==> src/rtl/conv_apb_pkg.sv <==
// Shared types and default constants for the host-to-APB initiator.
// Holds the state encoding, counter type and the poll match helper.
package conv_apb_pkg;

   typedef enum logic [2:0] {
      ST_IDLE,
      ST_SETUP,
      ST_ACCESS,
      ST_GAP,
      ST_RESP
   } state_e;

   localparam int DEF_TIMEOUT_CYCLES = 1024;
   localparam int DEF_POLL_MAX       = 4096;
   localparam int DEF_POLL_GAP       = 4;

   localparam int CNT_W = 32;
   typedef logic [CNT_W-1:0] cnt_t;

   function automatic logic pollMatch(input logic [31:0] data,
                                      input logic [31:0] mask,
                                      input logic [31:0] value);
      return (data & mask) == value;
   endfunction

endpackage

==> src/rtl/conv_apb_timer.sv <==
// Wait-state, poll-gap and poll-attempt counters for conv_apb_master.
// Each counter has its own load (to zero) and count-enable control.
module conv_apb_timer
   import conv_apb_pkg::*;
(
   input  logic CLK,
   input  logic RESETN,
   input  logic waitLoad_i,
   input  logic waitEn_i,
   input  logic gapLoad_i,
   input  logic gapEn_i,
   input  logic attLoad_i,
   input  logic attEn_i,
   output cnt_t waitCnt_o,
   output cnt_t gapCnt_o,
   output cnt_t attCnt_o
);

   cnt_t waitCnt_q;
   cnt_t gapCnt_q;
   cnt_t attCnt_q;

   // Load takes priority over enable so a restart never sees a stale count.
   always_ff @(posedge CLK or negedge RESETN) begin
      if (!RESETN) begin
         waitCnt_q <= '0;
         gapCnt_q  <= '0;
         attCnt_q  <= '0;
      end else begin
         if (waitLoad_i)   waitCnt_q <= '0;
         else if (waitEn_i) waitCnt_q <= waitCnt_q + cnt_t'(1);

         if (gapLoad_i)    gapCnt_q <= '0;
         else if (gapEn_i) gapCnt_q <= gapCnt_q + cnt_t'(1);

         if (attLoad_i)    attCnt_q <= '0;
         else if (attEn_i) attCnt_q <= attCnt_q + cnt_t'(1);
      end
   end

   assign waitCnt_o = waitCnt_q;
   assign gapCnt_o  = gapCnt_q;
   assign attCnt_o  = attCnt_q;

endmodule

==> src/rtl/conv_apb.sv <==
// Host request/response to APB initiator with wait-state timeout and
// optional read polling until (PRDATA & mask) == value.
module conv_apb_master
   import conv_apb_pkg::*;
#(
   parameter int TIMEOUT_CYCLES = DEF_TIMEOUT_CYCLES,
   parameter int POLL_MAX       = DEF_POLL_MAX,
   parameter int POLL_GAP       = DEF_POLL_GAP
) (
   input  logic        CLK,
   input  logic        RESETN,
   input  logic        req_valid,
   output logic        req_ready,
   input  logic        req_write,
   input  logic        req_poll,
   input  logic [31:0] req_addr,
   input  logic [31:0] req_wdata,
   input  logic [31:0] req_mask,
   input  logic [31:0] req_value,
   output logic        rsp_valid,
   input  logic        rsp_ready,
   output logic [31:0] rsp_rdata,
   output logic        rsp_err,
   output logic        rsp_timeout,
   output logic [31:0] PADDR,
   output logic [31:0] PWDATA,
   output logic        PSEL,
   output logic        PENABLE,
   output logic        PWRITE,
   input  logic [31:0] PRDATA,
   input  logic        PREADY,
   input  logic        PSLVERR
);

   state_e      state_q;
   logic        reqReady_q;
   logic        psel_q;
   logic        penable_q;
   logic        pwrite_q;
   logic [31:0] paddr_q;
   logic [31:0] pwdata_q;
   logic        poll_q;
   logic [31:0] mask_q;
   logic [31:0] value_q;
   logic        rspValid_q;
   logic [31:0] rspRdata_q;
   logic        rspErr_q;
   logic        rspTimeout_q;

   cnt_t waitCnt;
   cnt_t gapCnt;
   cnt_t attCnt;

   conv_apb_timer u_timer (
      .CLK        (CLK),
      .RESETN     (RESETN),
      .waitLoad_i (state_q == ST_SETUP),
      .waitEn_i   (state_q == ST_ACCESS && !PREADY),
      .gapLoad_i  (state_q == ST_ACCESS),
      .gapEn_i    (state_q == ST_GAP),
      .attLoad_i  (state_q == ST_IDLE),
      .attEn_i    (state_q == ST_ACCESS && PREADY),
      .waitCnt_o  (waitCnt),
      .gapCnt_o   (gapCnt),
      .attCnt_o   (attCnt)
   );

   // All bus and response outputs are registered alongside the state so
   // they change only on a clock edge (or drop at once on reset).
   always_ff @(posedge CLK or negedge RESETN) begin
      if (!RESETN) begin
         state_q      <= ST_IDLE;
         reqReady_q   <= 1'b0;
         psel_q       <= 1'b0;
         penable_q    <= 1'b0;
         pwrite_q     <= 1'b0;
         paddr_q      <= '0;
         pwdata_q     <= '0;
         poll_q       <= 1'b0;
         mask_q       <= '0;
         value_q      <= '0;
         rspValid_q   <= 1'b0;
         rspRdata_q   <= '0;
         rspErr_q     <= 1'b0;
         rspTimeout_q <= 1'b0;
      end else begin
         unique case (state_q)
            ST_IDLE: begin
               reqReady_q <= 1'b1;
               if (req_valid && reqReady_q) begin
                  reqReady_q <= 1'b0;
                  paddr_q    <= req_addr;
                  pwdata_q   <= req_wdata;
                  pwrite_q   <= req_write;
                  poll_q     <= req_poll & ~req_write;
                  mask_q     <= req_mask;
                  value_q    <= req_value;
                  psel_q     <= 1'b1;
                  state_q    <= ST_SETUP;
               end
            end
            ST_SETUP: begin
               penable_q <= 1'b1;
               state_q   <= ST_ACCESS;
            end
            ST_ACCESS: begin
               if (PREADY) begin
                  psel_q    <= 1'b0;
                  penable_q <= 1'b0;
                  if (!poll_q || PSLVERR || pollMatch(PRDATA, mask_q, value_q)) begin
                     rspValid_q   <= 1'b1;
                     rspRdata_q   <= pwrite_q ? 32'h0 : PRDATA;
                     rspErr_q     <= PSLVERR;
                     rspTimeout_q <= 1'b0;
                     state_q      <= ST_RESP;
                  end else if (attCnt == cnt_t'(POLL_MAX - 1)) begin
                     rspValid_q   <= 1'b1;
                     rspRdata_q   <= PRDATA;
                     rspErr_q     <= 1'b1;
                     rspTimeout_q <= 1'b1;
                     state_q      <= ST_RESP;
                  end else if (POLL_GAP == 0) begin
                     psel_q  <= 1'b1;
                     state_q <= ST_SETUP;
                  end else begin
                     state_q <= ST_GAP;
                  end
               end else if (waitCnt == cnt_t'(TIMEOUT_CYCLES - 1)) begin
                  // This is the last allowed wait cycle: abandon the transfer.
                  psel_q       <= 1'b0;
                  penable_q    <= 1'b0;
                  rspValid_q   <= 1'b1;
                  rspRdata_q   <= '0;
                  rspErr_q     <= 1'b1;
                  rspTimeout_q <= 1'b1;
                  state_q      <= ST_RESP;
               end
            end
            ST_GAP: begin
               if (gapCnt == cnt_t'(POLL_GAP - 1)) begin
                  psel_q  <= 1'b1;
                  state_q <= ST_SETUP;
               end
            end
            ST_RESP: begin
               if (rsp_ready) begin
                  rspValid_q   <= 1'b0;
                  rspRdata_q   <= '0;
                  rspErr_q     <= 1'b0;
                  rspTimeout_q <= 1'b0;
                  reqReady_q   <= 1'b1;
                  state_q      <= ST_IDLE;
               end
            end
            default: state_q <= ST_IDLE;
         endcase
      end
   end

   assign req_ready   = reqReady_q;
   assign rsp_valid   = rspValid_q;
   assign rsp_rdata   = rspRdata_q;
   assign rsp_err     = rspErr_q;
   assign rsp_timeout = rspTimeout_q;
   assign PADDR       = paddr_q;
   assign PWDATA      = pwdata_q;
   assign PSEL        = psel_q;
   assign PENABLE     = penable_q;
   assign PWRITE      = pwrite_q;

endmodule

==> config.mk <==
export PLATFORM = sky130hd
export DESIGN_NAME = conv_apb_master
export DESIGN_NICKNAME = d
export VERILOG_FILES = /design/src/rtl/conv_apb_pkg.sv /design/src/rtl/conv_apb_timer.sv /design/src/rtl/conv_apb.sv
export SDC_FILE = /design/constraint.sdc
export NUM_CORES = 1
export LEC_CHECK = 0
export ABC_CLOCK_PERIOD_IN_PS = 3000
export CAP_MARGIN = 20
export CORE_MARGIN = 2
export CORE_UTILIZATION = 45
export DETAILED_ROUTE_END_ITERATION = 10
export GPL_TIMING_DRIVEN = 1
export PLACE_DENSITY_LB_ADDON = 0.1
export RECOVER_POWER = 25
export SYNTH_ARGS = -nofsm -noshare
export SYNTH_HDL_FRONTEND = slang
export SYNTH_HIERARCHICAL = 1
export SYNTH_SLANG_ARGS = --single-unit
==> constraint.sdc <==
create_clock -name CLK -period 3 [get_ports CLK]
set_input_delay 0.3 -clock CLK [delete_from_list [all_inputs] [get_ports CLK]]
set_output_delay 0.3 -clock CLK [all_outputs]
set_load 0.01 [all_outputs]
==> results of run 1 <==
## worst max path at each step
stage | from | end | slack (ns) | cells after the start
floorplan | state_q[0] | u_timer/waitCnt_o[31] | 0.48 | 8
global placement | PRDATA[16] | rsp_rdata[15] | 0.12 | 9
detailed placement | PRDATA[16] | rsp_rdata[13] | 0.16 | 9
CTS | state_q[1] | u_timer/gapCnt_o[20] | 0.24 | 6
global route | state_q[1] | u_timer/gapCnt_o[26] | 0.06 | 6
finish | state_q[1] | u_timer/gapCnt_o[20] | 0.25 | 6
## power groups by stage
stage                     clock, mW  sequential [mW]  combinational, mW
final                          3.86             5.56               5.21
after global routing           4.09             5.72               5.58
after CTS                      3.93             5.56               5.27
after detailed placement          0             5.60               5.23
after global placement            0             5.56               5.18
after floorplan                   0             5.67               2.60
## cells in the final DEF (no fill, tap or decap), drive strengths merged, types with 23 or more instances in the layout
| master | n |
|---|---|
| a21oi | 75 |
| a32o | 34 |
| and3 | 28 |
| and4 | 44 |
| buf | 23 |
| clkbuf | 38 |
| clkdlybuf4s50 | 269 |
| dfrtp | 267 |
| mux2 | 132 |
| nand2 | 39 |
| nand3 | 41 |
| nand4 | 43 |
| nor2 | 51 |
| nor4 | 25 |
| o21ai | 32 |
| o31ai | 33 |
| or3 | 28 |
| or4 | 42 |
## routing by layer
metal  up-vias  part of all wire  routed length [um]  global-route usage
li1       4832                 -                   -                   -
met1      5206              0.42               15620              0.3147
met2       322              0.47               17460              0.4018
met3        57             0.073                2691             0.06069
met4         0             0.028                1039             0.07239
met5         -                 0                   0                   0
## final cells by class
| class | instances | area, sq um |
|---|---|---|
| Tap cell | 378 | 473.0 |
| Clock buffer | 38 | 850.8 |
| Sequential cell | 267 | 6681 |
| Multi-Input combinational cell | 775 | 5787 |
| Inverter | 7 | 26.28 |
| Clock inverter | 18 | 203.9 |
| Fill cell | 2354 | 10920 |
| Antenna cell | 3 | 7.507 |
| Timing Repair Buffer | 293 | 2985 |
## kinds of logic (layout without fill, tap and decap cells)
logic type | Yosys count | count (layout) | share of synthesized area
compound gates | 218 | 218 | 0.1177
xor+xnor | 33 | 33 | 0.02252
fa+ha+maj | 3 | 3 | 0.002925
buf+inv | 71 | 356 | 0.03091
flops | 267 | 267 | 0.5207
mux | 135 | 135 | 0.1182
other cells | 0 | 3 | 0
simple gates | 386 | 386 | 0.1871
## sequential cells by signal (all words and copies together), names as in the netlist, 3 cells and up
signal,flops
u_timer/waitCnt_o,32
rsp_rdata,32
PADDR,32
value_q,32
PWDATA,32
mask_q,32
u_timer/attCnt_o,32
state_q,3
u_timer/gapCnt_o,32
## metrics by stage
step / util / instances / power (mW)
after floorplan: - / 1113 / 8.270
after global placement: 0.5711 / 1719 / 10.74
after detailed placement: 0.5711 / 1719 / 10.84
after CTS: 0.6092 / 1776 / 14.76
after global routing: 0.6090 / 1778 / 15.39
final: 0.6091 / 1779 / 14.63
==> impl_metrics.csv, run 1 <==
group,metric,value,unit
clock_network,ctsResizeCount,0,
critical_path,cp_top_family,"simple AND/OR/NAND/NOR gates",
timing,timing.slew.headroom,-0.5765,
clock_network,h-tree-depth,1,
drt,final_antenna_net_count,0,
clock_network,clockBufferDepth,3,
critical_path,worstPathCellList,"nor3b_4, buf_4, o21ai_1, or3_1, or4_1, a21oi_1",
flow_run,drv_cap,1,
placed_design,place_hpwl,26410,um
clock_network,path_clk_slew,0.06,ns
logic_synthesis,syn_area,12830,sq um
timing,tns,0,ns
floorplan,die-area,29880,sq um
critical_path,critPathKind,"reg -> reg",
timing,drv_slew,94,
logic_synthesis,synthDistinctLibCells,68,
logic_synthesis,yosysTopAreaCell,"dfrtp_1",
placed_design,io_buffer_count,270,
grt,grt_max_degree,98,
floorplan,core-area,27930,sq um
placed_design,place_area,15950,sq um
critical_path,cp_max_fo,19,
critical_path,cpMaxStageDelayCell,"or3_1",
timing,worst_slack,0.2527,ns
floorplan,io_pins,271,
pwr,p_comb_frac,0.356,
grt,grt_pass1_wl,58260,um
layout,final_net_count,1545,
drt,drcViolationCount,0,
status,failed_checks,"capacitance limit, slew limit",
floorplan,core.rowCount,61,
logic_synthesis,synth_top_area_frac,0.5207,
critical_path,required,3.47,ns
critical_path,reg2reg_slack,0.25,ns
critical_path,arrival,3.21,ns
timing,final-hold-violation-count,0,
timing,worst_pin_slew,2.365,ns
layout,syn2layout_area_growth,32.60,%
clock_network,cts_hold_buf,1,
pwr,p_clk_frac,0.263,
floorplan,die_h,172.9,um
timing,finalClockSkew,0.02741,ns
critical_path,critical-path-max-stage-delay,0.69,ns
pwr,p_sw_frac,0.3164,
clock_network,clockRootBuffer,"clkbuf_16",
critical_path,start_kind,"register",
critical_path,timing.rr.start,"state_q[1]",
logic_synthesis,async_flop_share,1.000,
grt,first_global_vias,10460,
timing,fmax,364.0,MHz
logic_synthesis,synth_warnings,6,
drt,drt_first_pass_iters,5,
pwr,seq_power_share,0.380,
logic_synthesis,ys_ff_latch,267,
critical_path,critPathCaptureType,"register",
logic_synthesis,synth_ff_type,"dfrtp_1",
pwr,internal_power,10.00,mW
floorplan,start_util,0.4594,
worst_hold_path,holdCritStartpoint,"req_mask[2]",
layout,final_area,17020,sq um
status,status,"complete, but fails checks",
drt,via_count,10420,
clock_network,post-cts-setup-buffers,0,
logic_synthesis,ys_top_cells_by_area,"dfrtp_1, mux2_2, and4_1",
timing,finalCritPeriodShare,0.9158,
pwr,switchingPower,4.630,mW
grt,overflow,0,
pwr,powerDensity,860.0,nW/um^2
clock_network,cts_tree,"done",
critical_path,worst_r2r_path_depth,6,
drt,totalWireLength,36800,um
grt,antenna_found_initial,2,
worst_hold_path,min_to,"mask_q[2]",
timing,timing.hold.ws,0.3382,ns
critical_path,r2r-end,"u_timer/gapCnt_o[20]",
drt,drt_iter0_drc,769,
layout,drive_above_1_share,0.1688,
grt,gr-usage-all-layers,0.2424,
logic_synthesis,yosysMostFrequentCell,"dfrtp_1",
worst_hold_path,hold_depth,2,
drt,wire_per_inst,20.69,um
worst_hold_path,hold_path.class,"in -> reg",
logic_synthesis,syn_nets,1284,
timing,setup_viol,0,
timing,rsz0062_at_grt,"false",
floorplan,die_x,172.9,um
logic_synthesis,seq_area_frac_synth,0.5207,
pwr,ir_drop,738.4,uV
timing,fin_crit,2.747,ns
pwr,p_leak,6.834,nW
logic_synthesis,synth_common_cells,"dfrtp_1, mux2_2, a21oi_1",
logic_synthesis,synth_edf_count,0,
logic_synthesis,synth_area_per_cell,11.53,sq um
placed_design,routabilityCongestion,0.8085,
critical_path,timing.critical_path.buf_inv,1,
clock_network,cts.sinks,267,
logic_synthesis,syn_inst,1113,
clock_network,numCtsBuffers,30,
placed_design,place_ws,0.1561,ns
drt,vias_per_cell,5.856,
clock_network,clk_latency,0.57,ns
(Power assumes the default switching activity.)
==> inputs of run 2 (changes only) <==
--- a/config.mk
+++ b/config.mk
@@ -11,9 +11,8 @@
 export CORE_UTILIZATION = 45
 export DETAILED_ROUTE_END_ITERATION = 10
 export GPL_TIMING_DRIVEN = 1
-export PLACE_DENSITY_LB_ADDON = 0.1
+export PLACE_DENSITY = 0.8
 export RECOVER_POWER = 25
 export SYNTH_ARGS = -nofsm -noshare
 export SYNTH_HDL_FRONTEND = slang
-export SYNTH_HIERARCHICAL = 1
 export SYNTH_SLANG_ARGS = --single-unit
==> impl_metrics.csv, run 2 <==
group,metric,value,unit
status,status,"completed",
floorplan,core.rowCount,60,
logic_synthesis,synth_top_family_by_area,"simple AND/OR/NAND/NOR gates",
critical_path,timing.rr.start,"mask_q[12]",
clock_network,cts_hold_buf,1,
flow_run,drv_cap,0,
drt,wl_met3,3099,um
clock_network,clockBufferDepth,3,
grt,first_global_vias,9834,
floorplan,die-area,28610,sq um
timing,fmax,396.8,MHz
pwr,p_comb_frac,0.363,
floorplan,die_x,169.1,um
timing,finalClockSkew,0.01832,ns
clock_network,path_clk_slew,0.06,ns
drt,drt_iter0_drc,712,
drt,wl_met2,15680,um
logic_synthesis,seq_area_frac_synth,0.5444,
critical_path,critPathKind,"reg -> reg",
timing,final-hold-violation-count,0,
drt,vias_per_cell,5.597,
pwr,switchingPower,4.746,mW
pwr,p_sw_frac,0.3154,
worst_hold_path,hold_path.class,"in -> reg",
layout,drive_above_1_share,0.1617,
logic_synthesis,syn_nets,1247,
timing,tns,0,ns
pwr,internal_power,10.30,mW
critical_path,r2r-end,"rsp_valid",
placed_design,routabilityCongestion,0.8704,
pwr,p_leak,6.948,nW
grt,grt_pass1_wl,51920,um
critical_path,critPathCaptureType,"register",
layout,n_fill_cell,2122,
pwr,p_clk_frac,0.254,
timing,timing.hold.ws,0.3569,ns
timing,timing.slew.headroom,0.01383,
logic_synthesis,syn_inst,1076,
placed_design,place_hpwl,23590,um
clock_network,numCtsBuffers,29,
placed_design,io_buffer_count,270,
clock_network,clockRootBuffer,"clkbuf_16",
timing,finalCritPeriodShare,0.8401,
logic_synthesis,synth_warnings,0,
logic_synthesis,async_flop_share,1.000,
timing,drv_slew,0,
worst_hold_path,min_to,"poll_q",
clock_network,clk_latency,0.55,ns
worst_hold_path,hold_depth,3,
drt,met1Wirelength,12790,um
grt,gr-usage-all-layers,0.2270,
pwr,seq_power_share,0.383,
layout,layout_commonest_cell,"clkdlybuf4s50_1",
pwr,ir_drop,685.0,uV
timing,setup_viol,0,
logic_synthesis,ys_top_cells_by_area,"dfrtp_1, mux2_2, a32o_1",
logic_synthesis,synthMuxAreaShare,0.1241,
logic_synthesis,synth_ff_type,"dfrtp_1",
clock_network,post-cts-setup-buffers,0,
clock_network,cts.sinks,267,
critical_path,worst_r2r_path_depth,8,
pwr,powerDensity,909.2,nW/um^2
floorplan,start_util,0.4567,
placed_design,dp.cells,1665,
layout,syn2layout_area_growth,34.82,%
timing,rsz0062_at_grt,"false",
floorplan,io_pins,271,
logic_synthesis,synth_edf_count,0,
drt,drt_first_pass_iters,5,
critical_path,reg2reg_slack,0.48,ns
drt,wire_per_inst,18.98,um
critical_path,required,3.43,ns
logic_synthesis,synth-simple-area-share,0.1654,
logic_synthesis,ys_ff_latch,267,
logic_synthesis,synthAdderAreaFrac,0.003058,
clock_network,ctsResizeCount,0,
drt,drcViolationCount,0,
timing,fin_crit,2.520,ns
floorplan,core-area,26880,sq um
logic_synthesis,synth_area_per_cell,11.41,sq um
critical_path,start_kind,"register",
drt,via_count,9633,
floorplan,die_h,169.1,um
drt,totalWireLength,32660,um
grt,grt_max_degree,104,
worst_hold_path,holdCritStartpoint,"req_poll",
timing,worst_pin_slew,1.479,ns
logic_synthesis,synth_common_cells,"dfrtp_1, mux2_2, nor2_1",
drt,final_antenna_net_count,0,
drt,dr.max_layer_used,"met4",
critical_path,cp_max_fo,14,
logic_synthesis,synthXorXnorAreaFrac,0.04639,
logic_synthesis,yosysTopAreaCell,"dfrtp_1",
logic_synthesis,synth_top_area_frac,0.5444,
layout,mostFrequentLayoutCells,"clkdlybuf4s50_1, dfrtp_1, mux2_2, nor2_1, nand2_1",
logic_synthesis,synthDistinctLibCells,56,
clock_network,h-tree-depth,1,
clock_network,cts_tree,"done",
grt,overflow,0,
layout,utilization,0.6157,
logic_synthesis,synth_compound_area_frac,0.09134,
layout,final_net_count,1527,
logic_synthesis,syn_area,12270,sq um
logic_synthesis,yosysMostFrequentCell,"dfrtp_1",
critical_path,arrival,2.95,ns
grt,antenna_found_initial,1,
layout,instances_no_fill,1721,
[run 2: routing by layer]
| layer | GRT usage | vias up |
|---|---|---|
| met5 | 0 | - |
| met4 | 0.07804 | 0 |
| met3 | 0.07626 | 67 |
| met2 | 0.3778 | 332 |
| met1 | 0.2776 | 4787 |
| li1 | - | 4447 |
[run 2: critical path, cell delays in order (launching register included)]
cell      delay (ns)
dfrtp_1         0.41
a21o_1          0.17
a211oi_1        0.40
nand4_1         0.22
o41ai_4         0.41
buf_4           0.21
o311ai_4        0.11
buf_4           0.24
a22o_1          0.24
[run 2: power by group through the flow]
stage	Combinational [mW]	Sequential [mW]	Clock (mW)
floorplan	2.58	5.83	0
global placement	5.34	5.73	0
detailed placement	5.47	5.80	0
CTS	5.52	5.76	3.89
global route	5.83	5.92	4.04
finish	5.47	5.76	3.81
[run 2: per-stage QoR]
step	power, mW	instance area, sq um	worst slack, ns
floorplan	8.408	12270	0.8422
global placement	11.08	15520	0.1468
detailed placement	11.27	15520	0.05945
CTS	15.16	16560	0.4203
global route	15.79	16540	0.3432
finish	15.04	16550	0.4798
[run 2: how the worst max path moves through the flow]
stage	from	end	slack (ns)	depth (start not counted)
global placement	PRDATA[12]	rsp_valid	0.15	9
global route	value_q[8]	rsp_valid	0.34	8
detailed placement	PRDATA[12]	rsp_valid	0.06	9
finish	mask_q[12]	rsp_valid	0.48	8
CTS	mask_q[12]	rsp_valid	0.42	8
floorplan	state_q[2]	rsp_rdata[10]	0.84	8
[run 2: kinds of logic (layout without fill, tap and decap cells)]
| logic type | after synthesis | in the layout |
|---|---|---|
| compound gates | 152 | 152 |
| xor+xnor | 65 | 65 |
| fa+ha+maj | 3 | 3 |
| buf+inv | 72 | 375 |
| flops | 267 | 267 |
| mux | 136 | 136 |
| other cells | 0 | 1 |
| simple gates | 381 | 381 |
[run 2: cell type report]
type / instances / area [sq um] / share of cell area
Inverter: 22 / 82.58 / 0.004991
Timing Repair Buffer: 299 / 3008 / 0.1818
Clock inverter: 16 / 216.5 / 0.01308
Antenna cell: 1 / 2.502 / 0.0001512
Multi-Input combinational cell: 737 / 5310 / 0.3209
Tap cell: 341 / 426.7 / 0.02578
Sequential cell: 267 / 6681 / 0.4038
Clock buffer: 38 / 819.5 / 0.04953
==> patch 1, RTL diff (flow settings as in run 1) <==
The package constant `CNT_W` goes from 32 to 48.
--- a/src/rtl/conv_apb_pkg.sv
+++ b/src/rtl/conv_apb_pkg.sv
@@ -14,7 +14,7 @@
    localparam int DEF_POLL_MAX       = 4096;
    localparam int DEF_POLL_GAP       = 4;
 
-   localparam int CNT_W = 32;
+   localparam int CNT_W = 48;
    typedef logic [CNT_W-1:0] cnt_t;
 
    function automatic logic pollMatch(input logic [31:0] data,
Function: no difference found for any inputs over 4 cycles, from zero or initial values and one cycle with RESETN low; that may be too few to reach the edited logic, so the function may still have changed.
==> patch 1 against run 1 <==
- sequential cell count rose by 48
- area after synthesis is 16% higher
- sequential share of layout area up 1.2 points
- power up 5.8%
- clock power increased by 19%
- combinational power shrank 7.7%
- worst hold slack better by 54 ps
- the flow still finishes with violations (max-capacitance violations, max-slew violations)
- wire length up 8.3%
- cell area up 15%
- setup slack gained 40 ps
==> patch 1: results (changes against run 1) <==
[job]
drv_cap = 1  ; unchanged

[drt]
drt_iter0_markers = 663  ; -14%
num_vias = 11702  ; +12%
routed_wl_um = 39800  ; +8.3%

[outcome]
status = complete, but fails checks
violations = max-capacitance violations, max-slew violations

[synth]
synth_fa_ha_area_share_pct = 0.252  ; -0.040 points
synthTopCellsByCount = dfrtp_1, nor2_1, mux2_2
synth_xor_area_share_pct = 6.00  ; +3.7 points
syn_inst = 1342  ; +21%
synthDistinctLibCells = 67  ; -1.5%
yosysSeqAreaShare_pct = 52.9  ; +0.88 points
syn-num-nets = 1513  ; +18%
synthMuxAreaShare_pct = 10.1  ; -1.7 points

[grt]
grt_pass1_wl_um = 64300  ; +10%
gr-usage-all-layers_pct = 23.6  ; -0.65 points
grt_max_degree = 74  ; -24%

[min_path]
min_from = req_addr[18]
hold_path_end = PADDR[18]

[place]
dp_cells = 2030  ; +18%
post-place-ws_ps = 71.4  ; -84.7 ps
gp_congestion = 0.837  ; +3.5%

[critical_path]
setup.worst_path.start = state_q[0]
worstRegToRegCells = 7  ; +1
r2r_slack_ps = 290  ; +40 ps
slowest_delay_ps = 510  ; -180 ps

[final_layout]
drive_gt1_share_pct = 15.0  ; -1.9 points
nNetsFinal = 1800  ; +17%

[pwr]
total_power_mw = 15.5  ; +5.8%
cellPowerDensity_nw_per_um2 = 795  ; -7.6%
clockPowerShare_pct = 29.7  ; +3.4 points
ir_drop_v = 0.000739  ; +0.12%
seq_power_share_pct = 39.2  ; +1.2 points
switchingPower_mw = 4.57  ; -1.2%

[sta]
skew_ps = 21.2  ; -6.23 ps
max_freq_mhz = 369  ; +1.5%
slew_violations = 73  ; -22%
worst_pin_slew_ps = 1940  ; -421 ps
hold_ws_ps = 393  ; +54.4 ps

[clocking]
cts_made_buffers = 38  ; +27%

==> patch 1: cell types whose count changed after synthesis, moves of 14 or more <==
cell / change
o31ai_1: -21
nor4_1: +25
inv_1: +14
xor2_1: +44
nor3_1: +16
nand2_1: +17
and4_1: -32
nand3_1: +21
a21oi_1: -20
nor2_1: +86
dfrtp_1: +48
nand4_1: +34
xnor2_1: +25
or4_1: -27
==> patch 1: cell type report <==
type	instances	area, sq um	area share [%]
Tap cell	442	553	2.84
Clock buffer	56	1080	5.54
Timing Repair Buffer	307	3050	15.7
Sequential cell	315	7880	40.5
Clock inverter	10	160	0.822
Multi-Input combinational cell	945	6660	34.2
Antenna cell	4	10.0	0.0514
Inverter	22	82.6	0.424
==> patch 1: routing by layer <==
| layer | up-vias | track usage, % | wire length (um) |
|---|---|---|---|
| met4 | 0 | 7.91 | 1160 |
| met3 | 68 | 6.57 | 2740 |
| met2 | 288 | 38.7 | 19200 |
| li1 | 5538 | - | - |
| met5 | - | 0 | 0 |
| met1 | 5808 | 30.2 | 16800 |
==> patch 2, RTL diff (settings of run 1) <==
Made on the original files. Encoding of `state_e`: now one-hot (5 bits for 5 states).
--- a/src/rtl/conv_apb_pkg.sv
+++ b/src/rtl/conv_apb_pkg.sv
@@ -2,12 +2,12 @@
 // Holds the state encoding, counter type and the poll match helper.
 package conv_apb_pkg;
 
-   typedef enum logic [2:0] {
-      ST_IDLE,
-      ST_SETUP,
-      ST_ACCESS,
-      ST_GAP,
-      ST_RESP
+   typedef enum logic [4:0] {
+      ST_IDLE   = 5'b00001,
+      ST_SETUP  = 5'b00010,
+      ST_ACCESS = 5'b00100,
+      ST_GAP    = 5'b01000,
+      ST_RESP   = 5'b10000
    } state_e;
 
    localparam int DEF_TIMEOUT_CYCLES = 1024;
Check against the original RTL: no difference found for any inputs over 4 cycles, from zero or initial values and one cycle with RESETN low; so few cycles prove little.
==> patch 2 against run 1 <==
- the flow still finishes with violations (max-capacitance violations, max-slew violations)
- count of clock-buffer cells in the layout increased by 8
- area after synthesis about the same
- power decreased by 6.0%
- die area about the same
- cell area increased by 0.21%
- wire length decreased by 3.1%
- critical path depth increased by 1
- setup slack got worse by 100 ps
- sequential cell count increased by 2
- clock skew decreased by 10 ps
- largest power group unchanged
- highest routed layer is now met5
==> patch 2: results (changes against run 1) <==
[outcome]
status = complete, but fails checks
violations = max-capacitance violations, max-slew violations

[critical_path]
r2r_slack_ps = 150  ; -100 ps
cp.arrival_ps = 3340  ; +130 ps
worstRegToRegCells = 7  ; +1
r2r_end = u_timer/waitCnt_o[28]
cp_slowest_cell = or4b_2
crit_fanout = 9  ; -10

[place]
port_buffers = 270  ; unchanged
gp_congestion = 0.821  ; +1.6%
dp_cells = 1859  ; +8.1%
dp_hpwl_um = 25400  ; -3.9%
post-place-ws_ps = 145  ; -11.5 ps

[final_layout]
diodes = 1  ; -2
clock_area_share_pct = 6.10  ; -0.10 points
nNetsFinal = 1686  ; +9.1%
multi_input_area_share_pct = 33.7  ; -0.31 points
num-nonclk-inverters = 9  ; +2
nClkBuffers = 46  ; +21%
buffers = 303  ; +3.4%
fillers = 2343  ; -0.47%
buffer_area_share_pct = 17.7  ; +0.18 points
multi_input_cells = 901  ; +16%
drive_gt1_share_pct = 11.6  ; -5.3 points
ff_latch_area_sq_um = 6730  ; +0.77%

[grt]
grt_max_degree = 73  ; -26%
gr-usage-all-layers_pct = 23.6  ; -0.61 points
grt_pass1_wl_um = 57900  ; -0.63%

[job]
drv_cap = 1  ; unchanged

[pwr]
ir_drop_v = 0.000501  ; -32%
p_leak_nw = 7.35  ; +7.6%

[clocking]
cts_made_buffers = 31  ; +3.3%
post_cts_buffers = 0  ; unchanged

[synth]
synth_fa_ha_area_share_pct = 0.292  ; about the same
netlist_top_cells_area = dfrtp_1, nand2_1, mux2_2, a21oi_1, and3_1
synth_compound_area_share_pct = 11.9  ; +0.12 points
syn_avg_cell_area_sq_um = 10.3  ; -11%
ys_seq_elements = 269  ; +0.75%
synthTopCellsByCount = dfrtp_1, nand2_1, a21oi_1
synthMuxAreaShare_pct = 6.20  ; -5.6 points
synth_xor_area_share_pct = 2.25  ; about the same
yosysSeqAreaShare_pct = 52.4  ; +0.35 points

[sta]
slew_violations = 71  ; -24%
max_freq_mhz = 351  ; -3.5%
hold_ws_ps = 251  ; -87.1 ps
worst_pin_slew_ps = 1910  ; -455 ps

[min_path]
hold_path_end = PWDATA[12]
min_from = req_wdata[12]
holdPathStages = 3  ; +1

[drt]
drt_iter0_markers = 726  ; -5.6%
routed_wl_um = 35600  ; -3.1%
firstDrtPassIters = 7  ; +2
num_vias = 10749  ; +3.2%

-- patch 2: changes by cell type in the layout (fill, tap and decap cells not counted), sizes merged, moves of 4 or more --
cell	change
nand2	+191
mux2	-64
and4	-32
and3	+31
buf	+9
clkbuf	+9
clkinv	-9
nor2	-4
-- patch 2: power by group --
group / leakage (nW) / switching, mW / internal, mW / total (mW)
Clock: 0.510 / 1.50 / 2.33 / 3.83
Sequential: 3.49 / 0.687 / 4.68 / 5.36
Combinational: 3.35 / 2.16 / 2.41 / 4.57
Total: 7.35 / 4.35 / 9.41 / 13.8
-- patch 2: routing by layer --
metal	routed length, um	global-route usage [%]
met2	17300	39.1
met4	726	5.93
met1	14900	30.3
met5	26	0
met3	2670	7.28
-- patch 2: critical path, delay by kind of cell (launching register included) --
family	cells	cell delay, ps
AND/OR/NAND/NOR	5	2020
flip-flops	1	420
AO/OA/AOI/OAI	1	160
buffers and inverters	1	180
